## config.mk

```make
export PLATFORM = sky130hd
export DESIGN_NAME = receptor_config_ctrl
export DESIGN_NICKNAME = d
export VERILOG_FILES = /design/src/rtl/receptor_pkg.sv /design/src/rtl/contador_timeout.sv /design/src/rtl/receptor_config_ctrl.sv
export SDC_FILE = /design/constraint.sdc
export NUM_CORES = 1
export LEC_CHECK = 0
export ABC_AREA = 1
export CORE_MARGIN = 2
export CORE_UTILIZATION = 46
export DETAILED_ROUTE_END_ITERATION = 16
export GPL_ROUTABILITY_DRIVEN = 0
export PLACE_DENSITY_LB_ADDON = 0.1
export SLEW_MARGIN = 0
export SYNTH_ARGS = -nofsm -noshare
export SYNTH_HDL_FRONTEND = slang
export SYNTH_HIERARCHICAL = 1
export SYNTH_SLANG_ARGS = --single-unit
```

## constraint.sdc

```tcl
create_clock -name clock -period 1.8 [get_ports clock]
set_input_delay 0.27 -clock clock [delete_from_list [all_inputs] [get_ports clock]]
set_output_delay 0.27 -clock clock [all_outputs]
set_load 0.02 [all_outputs]
```

## src/rtl/receptor_pkg.sv

```systemverilog
// Shared definitions for the receiver-side session controller.
//   estado_t : 3-bit state encoding, exported on db_estado
//   WORD_W   : width of one receiver word
package receptor_pkg;

  localparam int WORD_W = 16;

  typedef enum logic [2:0] {
    OCIOSO   = 3'd0,
    LIMPA    = 3'd1,
    ESPERA   = 3'd2,
    ARMAZENA = 3'd3,
    ERRO_PAL = 3'd4,
    FIM      = 3'd5,
    FALHA    = 3'd6,
    ABORTA   = 3'd7
  } estado_t;

endpackage

```

## src/rtl/contador_timeout.sv

```systemverilog
// Per-attempt timeout counter.
//   clock, reset_n : clock and asynchronous active-low reset
//   zera           : synchronous clear (priority over conta)
//   conta          : advance the count this cycle
//   fim            : count has reached MAX-1 (last cycle of the window)
// While conta is held, fim is high on exactly one cycle in every MAX cycles,
// so a window that starts from zero lasts exactly MAX cycles.
module contador_timeout #(
  parameter int MAX = 50000,
  localparam int CNT_W = (MAX > 1) ? $clog2(MAX) : 1
) (
  input  logic clock,
  input  logic reset_n,
  input  logic zera,
  input  logic conta,
  output logic fim
);

  localparam logic [CNT_W-1:0] LAST = CNT_W'(MAX - 1);

  logic [CNT_W-1:0] count;

  always_ff @(posedge clock or negedge reset_n) begin
    if (!reset_n) begin
      count <= '0;
    end else if (zera) begin
      count <= '0;
    end else if (conta) begin
      count <= fim ? '0 : count + 1'b1;
    end
  end

  assign fim = (count == LAST);

endmodule

```

## src/rtl/receptor_config_ctrl.sv

```systemverilog
// Session controller between the top-level FSM and the 16-bit parity-checked
// serial receiver. A session loads NUM_WORDS words into a config bank,
// retrying a word after a parity error or timeout.
//   clock, reset_n       : clock, asynchronous active-low reset
//   iniciar              : start a session (only looked at while idle)
//   abortar              : abort the running session (highest priority)
//   rx_pronto/rx_erro    : receiver result pulses; rx_dado valid with rx_pronto
//   rx_habilita          : receiver may deliver a word
//   rx_limpa             : 1-cycle receiver resync pulse
//   cfg_dados            : config bank, word k at [16k+15:16k]
//   cfg_valido / erro    : last session completed / failed (held until next start)
//   ocupado              : a session is in progress
//   indice               : word currently being collected
//   db_estado            : current state encoding
//
// Receiver handshake: rx_habilita is high for every cycle the controller will
// accept a result; a single-cycle rx_pronto or rx_erro in such a cycle is
// consumed on that clock edge. Result pulses while rx_habilita is low are
// dropped. A cycle carrying both pulses counts as an error.
module receptor_config_ctrl
  import receptor_pkg::*;
#(
  parameter int NUM_WORDS      = 4,
  parameter int MAX_RETRIES    = 3,
  parameter int TIMEOUT_CYCLES = 50000,
  localparam int IDX_W = (NUM_WORDS > 1) ? $clog2(NUM_WORDS) : 1,
  localparam int RET_W = (MAX_RETRIES > 0) ? $clog2(MAX_RETRIES + 1) : 1
) (
  input  logic                        clock,
  input  logic                        reset_n,
  input  logic                        iniciar,
  input  logic                        abortar,
  input  logic                        rx_pronto,
  input  logic                        rx_erro,
  input  logic [WORD_W-1:0]           rx_dado,
  output logic                        rx_habilita,
  output logic                        rx_limpa,
  output logic [WORD_W*NUM_WORDS-1:0] cfg_dados,
  output logic                        cfg_valido,
  output logic                        ocupado,
  output logic                        erro,
  output logic [IDX_W-1:0]            indice,
  output logic [2:0]                  db_estado
);

  localparam logic [IDX_W-1:0] LAST_IDX = IDX_W'(NUM_WORDS - 1);
  localparam logic [RET_W-1:0] MAX_RET  = RET_W'(MAX_RETRIES);

  estado_t          state;
  logic [RET_W-1:0] retries;
  logic             timer_zera;
  logic             timer_conta;
  logic             timer_fim;

  // The attempt timer only runs in ESPERA and restarts from zero every time
  // ESPERA is entered (from LIMPA after a retry, or from ARMAZENA).
  assign timer_conta = (state == ESPERA);
  assign timer_zera  = (state != ESPERA);

  contador_timeout #(
    .MAX(TIMEOUT_CYCLES)
  ) u_timer (
    .clock  (clock),
    .reset_n(reset_n),
    .zera   (timer_zera),
    .conta  (timer_conta),
    .fim    (timer_fim)
  );

  always_ff @(posedge clock or negedge reset_n) begin
    if (!reset_n) begin
      state      <= OCIOSO;
      cfg_dados  <= '0;
      cfg_valido <= 1'b0;
      erro       <= 1'b0;
      indice     <= '0;
      retries    <= '0;
    end else if (abortar && state != OCIOSO && state != ABORTA) begin
      // Abort wins over everything; erro and the stored words are kept.
      state      <= ABORTA;
      cfg_valido <= 1'b0;
    end else begin
      case (state)
        OCIOSO: begin
          if (iniciar) begin
            cfg_valido <= 1'b0;
            erro       <= 1'b0;
            indice     <= '0;
            retries    <= '0;
            state      <= LIMPA;
          end
        end
        LIMPA: begin
          state <= ESPERA;
        end
        ESPERA: begin
          if (rx_erro) begin
            state <= ERRO_PAL;
          end else if (rx_pronto) begin
            cfg_dados[indice*WORD_W +: WORD_W] <= rx_dado;
            state <= ARMAZENA;
          end else if (timer_fim) begin
            state <= ERRO_PAL;
          end
        end
        ARMAZENA: begin
          if (indice == LAST_IDX) begin
            state <= FIM;
          end else begin
            // Receiver is already in sync after a good word: no resync pulse.
            indice  <= indice + 1'b1;
            retries <= '0;
            state   <= ESPERA;
          end
        end
        ERRO_PAL: begin
          if (retries == MAX_RET) begin
            state <= FALHA;
          end else begin
            retries <= retries + 1'b1;
            state   <= LIMPA;
          end
        end
        FIM: begin
          cfg_valido <= 1'b1;
          state      <= OCIOSO;
        end
        FALHA: begin
          erro  <= 1'b1;
          state <= OCIOSO;
        end
        ABORTA: begin
          state <= OCIOSO;
        end
        default: begin
          state <= OCIOSO;
        end
      endcase
    end
  end

  // ABORTA shares LIMPA's resync pulse so an aborted receiver is left clean.
  assign rx_limpa    = (state == LIMPA) || (state == ABORTA);
  assign rx_habilita = (state == ESPERA);
  assign ocupado     = (state != OCIOSO);
  assign db_estado   = state;

endmodule

```

==> summary.md, run 1 <==
| Metric | Value |
|---|---|
| Synth area leaders | dfrtp_1 49%, nand2_1 12%, nand3_1 6.2%, o21ai_2 6.1%, nor2_1 3.5% |
| DP Area | 5753 um2 |
| Syn_area_per_cell | 8.843 um2 |
| Final Slew Violations | 0 |
| Die X | 103.8 um |
| Global-route wire length before repair | 19210 um |
| Post-synth top area share | 0.4862 |
| Vias/cell | 5.130 |
| GRT overflow | 0 |
| Worst Clk Skew | 0.01352 ns |
| Final cycle utilization of the critical path | 0.9596 |
| Die Span Y | 103.8 um |
| PnR Total Power | 7.328 mW |
| Comb pwr share | 0.432 |
| #FFs+latches synth | 89 |
| Slew margin rel. | 0.7639 |
| Internal power | 4.363 mW |
| Least-Margin Pin Slew | 0.3541 ns |
| MaxCap Viol Count | 0 |
| Synth Net Count | 547 |
| Crit path max fanout | 6 |
| Drt initial violations | 200 |
| Vias in the first global route | 3686 |
| CTS tree | done |
| Sequential share of power | 0.339 |
| Kind of critical path | flop to output pin |
| Mapped cell area | 4581 um2 |
| Design area | 6046 um2 |
| Clock Sinks | 89 |
| Hold crit path type | input port to async pin |
| Area of the die | 10770 um2 |
| Layout cell share with drive strength beyond 1 | 0.1876 |
| H-tree depth | 3 |
| Clk slew on worst S/H paths | 0.09 ns |
| Status | completed |
| Worst path cell trace | clkdlybuf4s50_1 |
| CP startpoint kind | flop |
| Min Tclk post-route | 1.727 ns |
| Max incr delay on CP | 0.63 ns |
| Syn. warnings | 6 |
| Fill cells | 854 |
| Post-route ant nets | 0 |
| I/O pin count | 96 |
| Switching portion of total power | 0.4046 |
| Hold_ws | 0.2948 ns |
| CP top delay family | buffers and inverters |
| Max clock buf depth | 2 |
| Worst skew pair latency | 0.37 ns |
| Worst vdd ir | 0.6398 mV |
| Top-count cell post-synth | nand2_1 |
| FFs w/ async S/R, synth | 1.000 |
| Via count | 3909 |
| Worst Path Buf+Inv | 1 |
| Final core occ | 0.6214 |
| Pre-antenna DRT Iters | 5 |
| Worst EP arrival | 1.46 ns |
| Drt drc | 0 |
| Pin count of the biggest net entering global routing | 33 |
| Max frequency | 578.9 MHz |
| Commonest cells in the netlist | 143 x nand2_1, 89 x dfrtp_1, 57 x nand3_1, 43 x nor2_1, 32 x o21ai_2 |
| Number of antenna diodes | 0 |
| Initial antenna violation count | 0 |
| Wirelength, routed | 11640 um |
| Post-Syn Instances | 518 |
| Clock Power Share | 0.229 |
| Post-synth EDFFs | 0 |
| Nets | 654 |
| Final hold vios | 0 |
| Net Sw Power | 2.965 mW |
| Area Overhead vs Synth | 31.99% |
| Primary FF master, synth | dfrtp_1 |
| RSZ-0062 raised after global routing | no |
| CP max stage cell | clkdlybuf4s50_1 |
| Core area | 9729 um2 |
| Req. time, crit path | 1.53 ns |
| GRT Total Usage | 0.2212 |
| DPL Wire Length | 8462 um |
| Site Rows | 36 |
| Dominant cell type by area after synthesis | dfrtp_1 |
| CTS root buf | clkbuf_8 |
| WL/cell | 15.28 um |
| Starting Density | 0.4708 |
| Input/output buffers | 95 |
| Leakage | 2.582 nW |
| Post-synth cell types | 38 |
| PwrDens | 1212 nW/um2 |
| Num CTS Buffers | 9 |
| Part of the Yosys area used for sequential elements | 0.4862 |
| Setup-failing EPs final | 0 |
| Crit path capture type | output pin |
layout by cell type (no fill, tap or decap), types with 3 or more instances in the layout:
cell type,count
inv_1,22
o21ai_1,11
nand4_1,9
bufinv_16,3
xor2_1,3
dfrtp_2,4
buf_12,5
clkdlybuf4s50_1,89
o21ai_2,32
nand3_1,57
clkbuf_8,9
xnor2_1,3
nor2_1,41
nand2_2,11
o21ai_0,29
inv_2,3
nor2_4,4
ha_1,6
nand3_4,8
nor3_1,4
dfrtp_1,85
nand2_1,142
buf_4,18
through the flow:
stage	setup TNS (ns)	std cells	setup slack (ns)
5_1_grt	0	762	0.005388
4_1_cts	0	759	0.02319
6_report	0	762	0.07265
3_3_place_gp	0	743	0.04465
3_5_place_dp	-0.08487	743	-0.03693
2_1_floorplan	0	518	0.002094
cell type report:
class	count	area, um2	area share
flip-flops and latches	89	2232	0.3692
multi-input cells	379	2118	0.3504
repair buffers	118	1174	0.1941
well taps	133	166.4	0.02752
clock buffers	9	123.9	0.02049
inverters	28	116.4	0.01925
clock inverters	6	115.1	0.01904
final timing paths:
| kind | depth (start not counted) | endpoint | slack [ns] | start |
|---|---|---|---|---|
| setup / recovery | 1 | db_estado[1] | 0.07 | db_estado[1] |
| hold / removal | 2 | u_timer/count[2] | 0.29 | reset_n |
| setup reg to reg | 7 | cfg_dados[1] | 0.10 | indice[0] |
| hold reg to reg | 2 | cfg_dados[25] | 0.49 | cfg_dados[25] |
| max in group asynchronous | 3 | cfg_dados[24] | 0.88 | reset_n |
| min in group clock | 2 | cfg_dados[25] | 0.49 | cfg_dados[25] |
sequential cells by signal, indices dropped and copies added, names as in the netlist:
register       count
cfg_dados         64
u_timer/count     16
db_estado          3
indice             2
retries            2
cfg_valido         1
erro               1
kinds of logic (layout without fill, tap and decap cells):
| kind of cell | count (synthesis) | count (layout) | share of synthesized area |
|---|---|---|---|
| buf+inv | 52 | 161 | 0.06473 |
| compound gates | 78 | 78 | 0.1158 |
| mux | 1 | 1 | 0.002185 |
| flops | 89 | 89 | 0.4862 |
| simple gates | 285 | 287 | 0.3005 |
| fa+ha+maj | 7 | 7 | 0.01912 |
| xor+xnor | 6 | 6 | 0.01147 |
what timing repair did:
action,CTS,global route
resized for setup,11,11
pin swaps,1,2
endpoints found under the hold margin,13,0
endpoints found under the setup margin,10,22
hold buffers,1,0
cloned,0,2
buffers inserted,0,1
routing by layer:
metal,vias to the layer above,global-route usage,part of all wire
met2,123,0.3179,0.45
met5,-,0,0
met4,0,0.09266,0.023
li1,1919,-,-
met1,1846,0.3313,0.48
met3,21,0.03587,0.048
power by group through the flow:
stage	sequential [mW]	combinational (mW)	clock, mW
6_report	2.49	3.16	1.68
5_1_grt	2.52	3.42	1.79
4_1_cts	2.49	2.99	1.71
3_5_place_dp	2.52	3.02	0
3_3_place_gp	2.53	2.96	0
2_1_floorplan	2.79	1.68	0
No activity file was read; power rests on OpenSTA's default activity.
==> run 2, diff against run 1 <==
--- a/config.mk
+++ b/config.mk
@@ -6,11 +6,11 @@
 export NUM_CORES = 1
 export LEC_CHECK = 0
 export ABC_AREA = 1
-export CORE_MARGIN = 2
-export CORE_UTILIZATION = 46
+export CORE_UTILIZATION = 48
+export CTS_BUF_LIST = sky130_fd_sc_hd__clkbuf_2 sky130_fd_sc_hd__clkbuf_4 sky130_fd_sc_hd__clkbuf_8
 export DETAILED_ROUTE_END_ITERATION = 16
 export GPL_ROUTABILITY_DRIVEN = 0
-export PLACE_DENSITY_LB_ADDON = 0.1
+export PLACE_DENSITY_LB_ADDON = 0.05
 export SLEW_MARGIN = 0
 export SYNTH_ARGS = -nofsm -noshare
 export SYNTH_HDL_FRONTEND = slang
==> summary.md, run 2 (synthesized netlist as in run 1, its figures left out) <==
| Metric | Value |
|---|---|
| Status | completed |
| Placed insts | 737 (-0.81%) |
| Reg2Reg Setup Slack | 0.11 ns (about the same) |
| Drt initial violations | 154 (-23%) |
| MaxCap Viol Count | 0 (unchanged) |
| Pre-antenna DRT Iters | 5 (unchanged) |
| Nets | 653 (-0.15%) |
| Worst r2r path cells | 8 (+1) |
| DPL Wire Length | 7988 um (-5.6%) |
| Input/output buffers | 95 (unchanged) |
| Worst vdd ir | 0.6731 mV (+5.2%) |
| Clock Sinks | 89 (unchanged) |
| Worst skew pair latency | 0.35 ns (-0.02 ns) |
| Area of the die | 9938 um2 (-7.7%) |
| Least-Margin Pin Slew | 0.4874 ns (+0.1333 ns) |
| FF+latch area | 2232 um2 (unchanged) |
| Final hold vios | 0 (unchanged) |
| Area of the multi-input gates | 2116 um2 (-0.12%) |
| Final worst slack | 0.08445 ns (+0.01180 ns) |
| Pin count of the biggest net entering global routing | 46 (+39%) |
| PwrDens | 1198 nW/um2 (-1.1%) |
| Slew margin rel. | 0.6751 (-0.08884) |
| Req. time, crit path | 1.53 ns (about the same) |
| Most frequent cells in the layout | 143 x nand2_1, 87 x clkdlybuf4s50_1, 85 x dfrtp_1, 57 x nand3_1, 42 x nor2_1 |
| GRT overflow | 0 (unchanged) |
| Leakage | 2.569 nW (-0.49%) |
| Num CTS Buffers | 9 (unchanged) |
| Kind of critical path | flop to output pin |
| Max frequency | 582.9 MHz (+0.69%) |
| Die X | 99.69 um (-4.0%) |
| Via count | 3851 (-1.5%) |
| Post-Layout Cell Count | 758 (-0.52%) |
| Design area | 6013 um2 (-0.54%) |
| CTS root buf | clkbuf_8 |
| Fill cells | 815 (-4.6%) |
| DP Area | 5708 um2 (-0.78%) |
| GRT Total Usage | 0.2318 (+0.01060) |
| CTS tree | done |
| Worst EP arrival | 1.45 ns (about the same) |
| Starting Density | 0.4957 (+0.02493) |
| PnR Total Power | 7.205 mW (-1.7%) |
| R2R Path Start | indice[0] |
| Initial antenna violation count | 0 (unchanged) |
| Global-route wire length before repair | 17760 um (-7.5%) |
| Min Tclk post-route | 1.716 ns (-0.01180 ns) |
| Area Overhead vs Synth | 31.28% |
| Max clock buf depth | 2 (unchanged) |
| RSZ-0062 raised after global routing | no |
| I/O pin count | 96 (unchanged) |
| Wirelength, routed | 11450 um (-1.7%) |
| Drt drc | 0 (unchanged) |
| Die Span Y | 99.69 um (-4.0%) |
| Commonest non-fill, non-tap cell in the layout | nand2_1 |
| Final Slew Violations | 0 (unchanged) |
| Crit path max fanout | 7 (+1) |
| H-tree depth | 3 (unchanged) |
| Worst R2R End | cfg_dados[9] |
| Core area | 9240 um2 (-5.0%) |
| Final cycle utilization of the critical path | 0.9531 (-0.006554) |
| Worst Clk Skew | 0.01218 ns (-0.001340 ns) |
| Biggest register | cfg_dados |
| Pre-CTS setup slack | -0.04143 ns (-0.004497 ns) |
| Vias/cell | 5.080 (-0.96%) |
| Number of antenna diodes | 0 (unchanged) |
| Layout cell share with drive strength beyond 1 | 0.1860 (-0.001590) |
| Final setup TNS | 0 ns (unchanged) |
| WL/cell | 15.10 um (-1.1%) |
| Crit path capture type | output pin |
| Hold crit path type | input port to async pin |
| Max reg flops | 64 (unchanged) |
| Post-route ant nets | 0 (unchanged) |
| Clk slew on worst S/H paths | 0.09 ns (about the same) |
| Site Rows | 35 (-2.8%) |
| CP startpoint kind | flop |
| Setup-failing EPs final | 0 (unchanged) |
| Vias in the first global route | 3418 (-7.3%) |
[run 2: cell type report]
class,count,area share
Sequential cell,89,0.3712
Multi-Input combinational cell,379,0.3519
Timing Repair Buffer,117,0.1912
Tap cell,129,0.02684
Clock buffer,11,0.02518
Inverter,28,0.01935
Clock inverter,5,0.01436
[run 2: stage by stage]
step	utilization	hold slack, ns
floorplan	-	-0.02559
global placement	0.6177	0.2669
detailed placement	0.6177	0.2677
CTS	0.6439	0.4314
global route	0.6508	0.4547
finish	0.6508	0.4232
[run 2: routing by layer]
layer | wire length (um) | GRT usage | up-vias
li1 | - | - | 1913
met5 | 0 | 0 | -
met4 | 160 | 0.06900 | 0
met2 | 5181 | 0.3454 | 96
met1 | 5609 | 0.3440 | 1833
met3 | 497 | 0.04216 | 9
[run 2: power breakdown]
| group | leakage, nW | switching, mW | total, mW | internal, mW |
|---|---|---|---|---|
| sequential | 1.22 | 0.217 | 2.49 | 2.27 |
| clock | 0.114 | 0.722 | 1.59 | 0.868 |
| combinational | 1.24 | 1.93 | 3.13 | 1.20 |
| total | 2.57 | 2.87 | 7.20 | 4.34 |
[run 2: how the worst max path moves through the flow]
stage	start	to	slack [ns]
floorplan	indice[0]	cfg_dados[10]	0.002
global placement	rx_pronto	cfg_dados[7]	0.01
detailed placement	rx_erro	cfg_dados[58]	-0.04
CTS	indice[1]	cfg_dados[9]	0.02
global route	db_estado[2]	cfg_dados[61]	0.01
finish	db_estado[1]	rx_limpa	0.08
[run 2: timing repair]
item,in CTS,in global routing
pin swaps,1,3
endpoints found under the setup margin,11,42
buffers inserted,0,2
gates cloned,0,2
resized for setup,9,11
hold endpoints to repair,32,0
hold buffers,1,0
[run 2: worst max-delay path: stages (launching register included)]
cell and delay, ns:
dfrtp_2 0.50, inv_1 0.10, nand3_1 0.10, nand2_1 0.06
dlygate4sd2_1 0.32
==> run 3, diff against run 2 <==
--- a/config.mk
+++ b/config.mk
@@ -6,7 +6,7 @@
 export NUM_CORES = 1
 export LEC_CHECK = 0
 export ABC_AREA = 1
-export CORE_UTILIZATION = 48
+export CORE_UTILIZATION = 45
 export CTS_BUF_LIST = sky130_fd_sc_hd__clkbuf_2 sky130_fd_sc_hd__clkbuf_4 sky130_fd_sc_hd__clkbuf_8
 export DETAILED_ROUTE_END_ITERATION = 16
 export GPL_ROUTABILITY_DRIVEN = 0
==> summary.md, run 3 (synthesized netlist as in run 1, its figures left out) <==
| Metric | Value |
|---|---|
| CP endpoint | rx_habilita |
| Worst R2R End | u_timer/count[8] |
| Commonest non-fill, non-tap cell in the layout | nand2_1 |
| Vias/cell | 5.027 (-1.0%) |
| Pin count of the biggest net entering global routing | 33 (-28%) |
| Clk slew on worst S/H paths | 0.09 ns (about the same) |
| Starting Density | 0.4665 (-0.02925) |
| Area of the die | 10590 um2 (+6.5%) |
| Die X | 102.9 um (+3.2%) |
| Number of antenna diodes | 0 (unchanged) |
| Worst EP arrival | 1.46 ns (about the same) |
| Placed insts | 746 (+1.2%) |
| RSZ-0062 raised after global routing | no |
| Drt initial violations | 132 (-14%) |
| Status | completed |
| Crit path max fanout | 7 (unchanged) |
| Drt drc | 0 (unchanged) |
| Wirelength, routed | 11380 um (-0.60%) |
| WL/cell | 14.90 um (-1.4%) |
| Leakage | 2.593 nW (+0.91%) |
| Nets | 655 (+0.31%) |
| Num CTS Buffers | 9 (unchanged) |
| Crit path capture type | output pin |
| Global-route wire length before repair | 18240 um (+2.7%) |
| Core area | 9819 um2 (+6.3%) |
| Worst Clk Skew | 0.009753 ns (-0.002429 ns) |
| Biggest register | cfg_dados |
| FF+latch area | 2232 um2 (unchanged) |
| Initial antenna violation count | 0 (unchanged) |
| Post-route ant nets | 0 (unchanged) |
| Layout cell share with drive strength beyond 1 | 0.1902 (+0.004165) |
| Input/output buffers | 95 (unchanged) |
| R2R Path Start | db_estado[1] |
| Reg2Reg Setup Slack | 0.12 ns (about the same) |
| Final Slew Violations | 0 (unchanged) |
| Area Overhead vs Synth | 31.58% |
| I/O pin count | 96 (unchanged) |
| Via count | 3841 (-0.26%) |
| Least-Margin Pin Slew | 0.4384 ns (-0.04897 ns) |
| Slew margin rel. | 0.7074 (+0.03233) |
| Final setup TNS | 0 ns (unchanged) |
| Worst r2r path cells | 8 (unchanged) |
| Area of the multi-input gates | 2078 um2 (-1.8%) |
| Max frequency | 579.5 MHz (-0.59%) |
| CTS tree | done |
| Most frequent cells in the layout | 143 x nand2_1, 87 x clkdlybuf4s50_1, 85 x dfrtp_1, 57 x nand3_1, 40 x nor2_1 |
| Kind of critical path | flop to output pin |
| Site Rows | 36 (+2.9%) |
| PwrDens | 1179 nW/um2 (-1.6%) |
| DPL Wire Length | 8286 um (+3.7%) |
| Worst vdd ir | 0.7605 mV (+13%) |
| Die Span Y | 102.9 um (+3.2%) |
| Setup-failing EPs final | 0 (unchanged) |
| GRT Total Usage | 0.2289 (-0.002876) |
| Clock Sinks | 89 (unchanged) |
| Vias in the first global route | 3589 (+5.0%) |
| CP startpoint kind | flop |
| Final hold vios | 0 (unchanged) |
| CTS root buf | clkbuf_8 |
| MaxCap Viol Count | 0 (unchanged) |
| Worst skew pair latency | 0.37 ns (+0.02 ns) |
| Max clock buf depth | 2 (unchanged) |
| H-tree depth | 3 (unchanged) |
| Fill cells | 905 (+11%) |
| Max reg flops | 64 (unchanged) |
| Final cycle utilization of the critical path | 0.9588 (+0.005675) |
| GRT overflow | 0 (unchanged) |
| Req. time, crit path | 1.53 ns (about the same) |
| Post-Layout Cell Count | 764 (+0.79%) |
| CP startpoint | db_estado[2] |
| Hold_ws | 0.3802 ns (-0.04306 ns) |
| Hold crit path type | input port to async pin |
| Pre-antenna DRT Iters | 4 (-1) |
| Min Tclk post-route | 1.726 ns (+0.01021 ns) |
run 3: how the worst min path moves through the flow:
stage	startpoint	end	slack, ns	cells after the start
6_report	reset_n	cfg_dados[1]	0.38	2
5_1_grt	reset_n	u_timer/count[11]	0.41	2
4_1_cts	reset_n	cfg_dados[1]	0.38	2
3_5_place_dp	reset_n	u_timer/count[1]	0.23	1
3_3_place_gp	reset_n	u_timer/count[2]	0.23	1
2_1_floorplan	reset_n	cfg_dados[0]	-0.03	0
run 3: power breakdown:
| group | total, mW | internal [mW] | switching [mW] |
|---|---|---|---|
| clock network | 1.41 | 0.656 | 0.758 |
| logic | 3.21 | 1.26 | 1.95 |
| registers | 2.48 | 2.27 | 0.208 |
run 3: area by class of cell:
class	count	share of cell area
clock buffers	9	0.02055
clock inverters	7	0.01266
inverters	28	0.01972
multi-input cells	377	0.3448
flip-flops and latches	89	0.3704
well taps	133	0.02761
repair buffers	121	0.2043
run 3: routing by layer:
layer | part of all wire | wire [um] | up-vias | track usage
met3 | 0.041 | 464 | 10 | 0.02915
li1 | - | - | 1910 | -
met4 | 0.014 | 158 | 0 | 0.08451
met5 | 0 | 0 | - | 0
met2 | 0.45 | 5134 | 94 | 0.3287
met1 | 0.49 | 5623 | 1827 | 0.3522
run 3: per-stage QoR:
stage	power, mW	area [um2]	setup slack, ns	utilization
global placement	5.665	5813	0.06566	0.5920
detailed placement	5.733	5813	-0.04781	0.5920
finish	7.105	6027	0.07423	0.6138
CTS	7.134	6023	0.01390	0.6134
global route	7.550	6027	0.004299	0.6138
floorplan	4.471	4624	0.002094	-
run 3: repair_timing:
action | in CTS | in global routing
hold endpoints to repair | 25 | 0
gates resized for setup | 13 | 9
setup buffers | 1 | 0
setup endpoints to repair | 16 | 20
hold buffers | 1 | 0
run 3: worst max-delay path, cell delays in order, from the launching register on:
cell and delay, ns:
dfrtp_2 0.43, inv_4 0.11, nand3_4 0.11, clkinvlp_4 0.13
clkdlybuf4s15_1 0.31
